File: config.mk
export PLATFORM = sky130hd
export DESIGN_NAME = riscv_run_ctrl
export DESIGN_NICKNAME = d
export VERILOG_FILES = /design/src/rtl/riscv_run_ctrl.sv
export SDC_FILE = /design/constraint.sdc
export NUM_CORES = 1
export LEC_CHECK = 0
export ABC_AREA = 1
export CAP_MARGIN = 20
export CORE_ASPECT_RATIO = 0.9
export CORE_MARGIN = 3
export CORE_UTILIZATION = 45
export DETAILED_ROUTE_END_ITERATION = 7
export GPL_TIMING_DRIVEN = 1
export PLACE_DENSITY_LB_ADDON = 0.08
export SYNTH_ARGS = -nofsm -noshare
export SYNTH_HDL_FRONTEND = slang
export SYNTH_SLANG_ARGS = --single-unit
File: constraint.sdc
create_clock -name clk_i -period 2.4 [get_ports clk_i]
set_clock_uncertainty 0.15 [all_clocks]
set_input_delay 0.72 -clock clk_i [delete_from_list [all_inputs] [get_ports clk_i]]
set_output_delay 0.72 -clock clk_i [all_outputs]
set_load 0.01 [all_outputs]
File: src/rtl/riscv_run_ctrl.sv
// Run controller for the single-cycle core: loads a program into imem while
// the core is held in reset, releases and runs the core until halt or a cycle
// timeout, then streams the first DUMP_WORDS dmem words out over valid/ready.
//
// Handshakes: a word moves on any rising edge where valid and ready are both
// high. ld_ready_o is high for the whole LOAD state. dump_valid_o, once high,
// holds itself and dump_data_o steady until the edge that sees dump_ready_i;
// dump_ready_i has no effect while dump_valid_o is low.
module riscv_run_ctrl #(
   parameter int DW         = 32,
   parameter int NO_OF_REGS = 256,
   parameter int AW         = $clog2(NO_OF_REGS),
   parameter int RST_CYCLES = 2,
   parameter int MAX_CYCLES = 500,
   parameter int DUMP_WORDS = 21,
   parameter int CW         = 32
) (
   input  logic          clk_i,
   input  logic          rst_i,
   input  logic          start_i,
   input  logic          ld_valid_i,
   output logic          ld_ready_o,
   input  logic [DW-1:0] ld_data_i,
   input  logic          ld_last_i,
   output logic          imem_we_o,
   output logic [AW-1:0] imem_addr_o,
   output logic [DW-1:0] imem_wdata_o,
   output logic          core_rst_o,
   input  logic          halt_i,
   output logic [AW-1:0] dmem_rd_addr_o,
   input  logic [DW-1:0] dmem_rd_data_i,
   output logic          dump_valid_o,
   input  logic          dump_ready_i,
   output logic [DW-1:0] dump_data_o,
   output logic [CW-1:0] cycles_o,
   output logic          timeout_o,
   output logic          done_o
);

   // Dump index must be able to reach DUMP_WORDS, which may equal NO_OF_REGS.
   localparam int IW = AW + 1;
   localparam int RW = (RST_CYCLES > 1) ? $clog2(RST_CYCLES) : 1;

   typedef enum logic [2:0] {
      S_IDLE,
      S_LOAD,
      S_RELEASE,
      S_RUN,
      S_DUMP_RD,
      S_DUMP_WAIT,
      S_DONE
   } state_t;

   state_t        state_q, state_d;
   logic [AW-1:0] addr_q, addr_d;
   logic [RW-1:0] rel_q, rel_d;
   logic [CW-1:0] cycles_q, cycles_d;
   logic          timeout_q, timeout_d;
   logic          done_q, done_d;
   logic          core_rst_q, core_rst_d;
   logic [IW-1:0] idx_q, idx_d;
   logic          dump_valid_q, dump_valid_d;
   logic [DW-1:0] dump_data_q, dump_data_d;

   assign ld_ready_o     = (state_q == S_LOAD);
   assign imem_we_o      = ld_valid_i & ld_ready_o;
   assign imem_addr_o    = addr_q;
   assign imem_wdata_o   = ld_data_i;
   assign core_rst_o     = core_rst_q;
   assign dmem_rd_addr_o = idx_q[AW-1:0];
   assign dump_valid_o   = dump_valid_q;
   assign dump_data_o    = dump_data_q;
   assign cycles_o       = cycles_q;
   assign timeout_o      = timeout_q;
   assign done_o         = done_q;

   // Next-state and next-output logic for the run sequence.
   always_comb begin
      state_d      = state_q;
      addr_d       = addr_q;
      rel_d        = rel_q;
      cycles_d     = cycles_q;
      timeout_d    = timeout_q;
      done_d       = done_q;
      core_rst_d   = core_rst_q;
      idx_d        = idx_q;
      dump_valid_d = dump_valid_q;
      dump_data_d  = dump_data_q;
      case (state_q)
         S_IDLE, S_DONE: begin
            if (start_i) begin
               state_d    = S_LOAD;
               addr_d     = '0;
               cycles_d   = '0;
               timeout_d  = 1'b0;
               done_d     = 1'b0;
               core_rst_d = 1'b1;
            end
         end
         S_LOAD: begin
            if (imem_we_o) begin
               // The address saturates at the last word; that write ends the load.
               if (addr_q != AW'(NO_OF_REGS - 1)) addr_d = addr_q + 1'b1;
               if (ld_last_i || (addr_q == AW'(NO_OF_REGS - 1))) begin
                  state_d = S_RELEASE;
                  rel_d   = '0;
               end
            end
         end
         S_RELEASE: begin
            if (rel_q == RW'(RST_CYCLES - 1)) begin
               state_d    = S_RUN;
               core_rst_d = 1'b0;
            end else begin
               rel_d = rel_q + 1'b1;
            end
         end
         S_RUN: begin
            // Halt takes priority over the timeout on the same edge.
            if (halt_i) begin
               state_d    = S_DUMP_RD;
               timeout_d  = 1'b0;
               core_rst_d = 1'b1;
               idx_d      = '0;
            end else if (cycles_q == CW'(MAX_CYCLES - 1)) begin
               state_d    = S_DUMP_RD;
               cycles_d   = CW'(MAX_CYCLES);
               timeout_d  = 1'b1;
               core_rst_d = 1'b1;
               idx_d      = '0;
            end else begin
               cycles_d = cycles_q + 1'b1;
            end
         end
         S_DUMP_RD: begin
            state_d = S_DUMP_WAIT;
         end
         S_DUMP_WAIT: begin
            // First cycle captures the read data; later cycles wait for ready.
            if (!dump_valid_q) begin
               dump_data_d  = dmem_rd_data_i;
               dump_valid_d = 1'b1;
            end else if (dump_ready_i) begin
               dump_valid_d = 1'b0;
               idx_d        = idx_q + 1'b1;
               if (idx_q == IW'(DUMP_WORDS - 1)) begin
                  state_d = S_DONE;
                  done_d  = 1'b1;
               end else begin
                  state_d = S_DUMP_RD;
               end
            end
         end
         default: begin
            state_d = S_IDLE;
         end
      endcase
   end

   // State and output registers with synchronous reset.
   always_ff @(posedge clk_i) begin
      if (rst_i) begin
         state_q      <= S_IDLE;
         addr_q       <= '0;
         rel_q        <= '0;
         cycles_q     <= '0;
         timeout_q    <= 1'b0;
         done_q       <= 1'b0;
         core_rst_q   <= 1'b1;
         idx_q        <= '0;
         dump_valid_q <= 1'b0;
         dump_data_q  <= '0;
      end else begin
         state_q      <= state_d;
         addr_q       <= addr_d;
         rel_q        <= rel_d;
         cycles_q     <= cycles_d;
         timeout_q    <= timeout_d;
         done_q       <= done_d;
         core_rst_q   <= core_rst_d;
         idx_q        <= idx_d;
         dump_valid_q <= dump_valid_d;
         dump_data_q  <= dump_data_d;
      end
   end

endmodule

==> impl_metrics.toml <==
[outcome]
outcome = "complete, no violations"

[critical_path]
cp-startpoint = "ld_valid_i"
cp_slowest_cell = "clkdlybuf4s50_1"
crit_arrival_ps = 1480
crit_type = "in -> out"
cp-start-kind = "primary input"
crit_family = "buffers and inverters"
r2r_end = "state_q[2]$_SDFFE_PP0P_"
endpoint_kind = "output port"
path_buf_inv = 3
required_ps = 1530
path_max_fanout = 2
regToRegSetupSlack_ps = 370
cp_cell_sequence = "clkdlybuf4s50_1 -> inv_2 -> nor2_2 -> buf_2"
r2r_cells = 11
timing.rr.start = "imem_addr_o[0]$_SDFFE_PP0P_"
max_stage_delay_ps = 480

[detailed_routing]
wl_per_cell_um = 14.22
routed_wl_um = 14400
ant_nets = 0
vias = 5181
drcViolationCount = 0
drtIter0Drc = 419
dr.pass1.iters = 5
vias_per_cell = 5.115

[logic_synthesis]
synth_area_per_cell_sq_um = 6.712
async_flop_share_pct = 0
synth_cells = 766
ys_seq_elements = 89
synth_ff_type = "dfxtp_1"
ys_types = 37
syn_nets = 841
yosysSeqAreaShare_pct = 34.66
syn-cell-area_sq_um = 5141
yosysWarnings = 0
synth_edf_count = 0

[floorplanning]
initial_core_util_pct = 46.78
fp.coreArea_sq_um = 10990
io_pins = 189
fp.dieArea_sq_um = 12750
chipHeight_um = 107.4
die_w_um = 118.7
rows = 36

[finish]
fin_nets = 931
drive_gt1_share_pct = 9.175
mostFrequentLayoutCells = "nand2_1 (164), nor2_1 (160), clkdlybuf4s50_1 (122)"
fill_cells = 1120
final_common_cell = "nand2_1"
final_util_pct = 59.55
area_growth_pct = 27.31
diodes = 0

[sta]
finalCritPeriodShare_pct = 97.72
worst_pin_slew_ps = 499.9
rsz0062_at_grt = "false"
hold_viol_final = 0
slew_headroom_pct = 66.42
timing.fmax_mhz = 426.4
slew_violations = 0
finalSetupViolCount = 0
period_minus_slack_ps = 2345
fin_ws_ps = 54.69

[clocking]
post_cts_buffers = 0
clk_pin_slew_ps = 60
htree_levels = 3
cts_sinks = 89
cts_buffers = 9
hold_buffers = 0
cts_tree = "built"
worstSkewPairLatency_ps = 350
ctsLongestPathBuffers = 2
ctsRootBufferMaster = "clkbuf_16"

[pwr]
power_density_nw_per_um2 = 756.4
p_int_mw = 3.131
p_seq_share_pct = 35.4
power_frac_clock_pct = 28.3
power.leakage_nw = 2.558
pwr-share-comb_pct = 36.3
netSwitchingFraction_pct = 36.76
p_sw_mw = 1.820
peakVddDrop_mv = 0.6690

[hold_path]
min_delay_path_depth = 2
min_to = "done_o$_SDFFE_PP0P_"
hold_class = "reg -> reg"
min-delay-start = "done_o$_SDFFE_PP0P_"

[global_routing]
grt_pass1_vias = 4892
antenna_found_initial = 0
grtUsageTotal_pct = 22.72
grt_pass1_wl_um = 23660
grt.overflow.total = 0
grt_max_degree = 33

[place]
gp_congestion = 0.9307
dpl.hpwl_um = 10730
pre_cts_slack_ps = -410.5
io_buffers = 124

[job]
cap_violations = 0
## registers in the layout, indices dropped and copies added, names as in the netlist, 3 cells and up
signal	flops
cycles_o	32
dump_data_o	32
idx_q	9
imem_addr_o	8
state_q	3
## layer usage
metal	global-route usage, %	vias up	wire length, um
li1	-	2602	-
met1	29.29	2318	6543
met2	34.40	203	6171
met3	7.304	58	1238
met4	11.00	0	449
met5	0	-	0
## cell usage after synthesis (6+ instances only)
cell type | instances | area share, %
buf_4 | 41 | 6.0
nand4_1 | 24 | 2.9
o21ai_0 | 38 | 3.7
dfxtp_1 | 89 | 35
nand2_4 | 6 | 1.3
nand2_2 | 7 | 0.85
nor3_2 | 7 | 1.4
nor2_1 | 161 | 12
buf_2 | 9 | 0.88
nor3_1 | 12 | 1.2
a21oi_1 | 38 | 3.7
nand2_1 | 164 | 12
nand3_1 | 48 | 4.7
inv_1 | 62 | 4.5
## area by class of cell
| cell class | count | area, sq um | share of cell area, % |
|---|---|---|---|
| Clock inverter | 6 | 58.81 | 0.8985 |
| Clock buffer | 10 | 229.0 | 3.498 |
| Timing Repair Buffer | 138 | 1340 | 20.47 |
| Multi-Input combinational cell | 547 | 2669 | 40.78 |
| Tap cell | 152 | 190.2 | 2.906 |
| Sequential cell | 89 | 1782 | 27.22 |
| Inverter | 71 | 276.5 | 4.225 |
## power by group through the flow
stage | clock (mW) | combinational, mW | sequential, mW
3_3_place_gp | 0 | 1.77 | 1.77
2_1_floorplan | 0 | 1.22 | 1.82
4_1_cts | 1.43 | 1.81 | 1.75
5_1_grt | 1.50 | 1.99 | 1.77
3_5_place_dp | 0 | 1.81 | 1.78
6_report | 1.40 | 1.80 | 1.75
## metrics by stage
step	area [sq um]	TNS, ps	cells	total power, mW	hold slack, ps
CTS	6545	0	1013	4.995	312.8
detailed placement	6261	-433.1	997	3.587	296.4
global route	6545	0	1013	5.258	335.0
floorplan	5141	0	766	3.047	283.7
global placement	6261	-368.7	997	3.543	286.3
finish	6545	0	1013	4.950	306.1
## kinds of logic (layout without fill, tap and decap cells)
logic type / count (synthesis) / count (layout) / synth area share (%)
flip-flops: 89 / 89 / 34.66
XOR/XNOR: 5 / 5 / 0.8519
AND/OR/NAND/NOR: 454 / 454 / 41.57
AO/OA/AOI/OAI: 84 / 84 / 8.469
buffers and inverters: 130 / 225 / 13.48
adder cells (fa/ha/maj): 4 / 4 / 0.9735
## worst reg2reg max path: stages, from the launching register on
cell     delay (ps)
dfxtp_1         400
ha_1            250
nand2_1         100
nor2_1          220
nand2_1         110
nand2_1          90
nand3_1         120
nor2_2          180
nand3_1         140
nand2_1          80
inv_1            40
nor2_1          100
## how the worst max path moves through the flow
stage,endpoint,depth (start not counted)
floorplan,cycles_o[12]$_SDFFE_PP0P_,7
finish,imem_we_o,4
global placement,imem_we_o,4
global route,imem_we_o,4
detailed placement,imem_we_o,4
CTS,imem_we_o,4
## timing repair
action | in CTS | in global routing
gates resized for setup | 6 | 1
endpoints found under the setup margin | 2 | 1
pin swaps | 0 | 1
(Power assumes the default switching activity.)
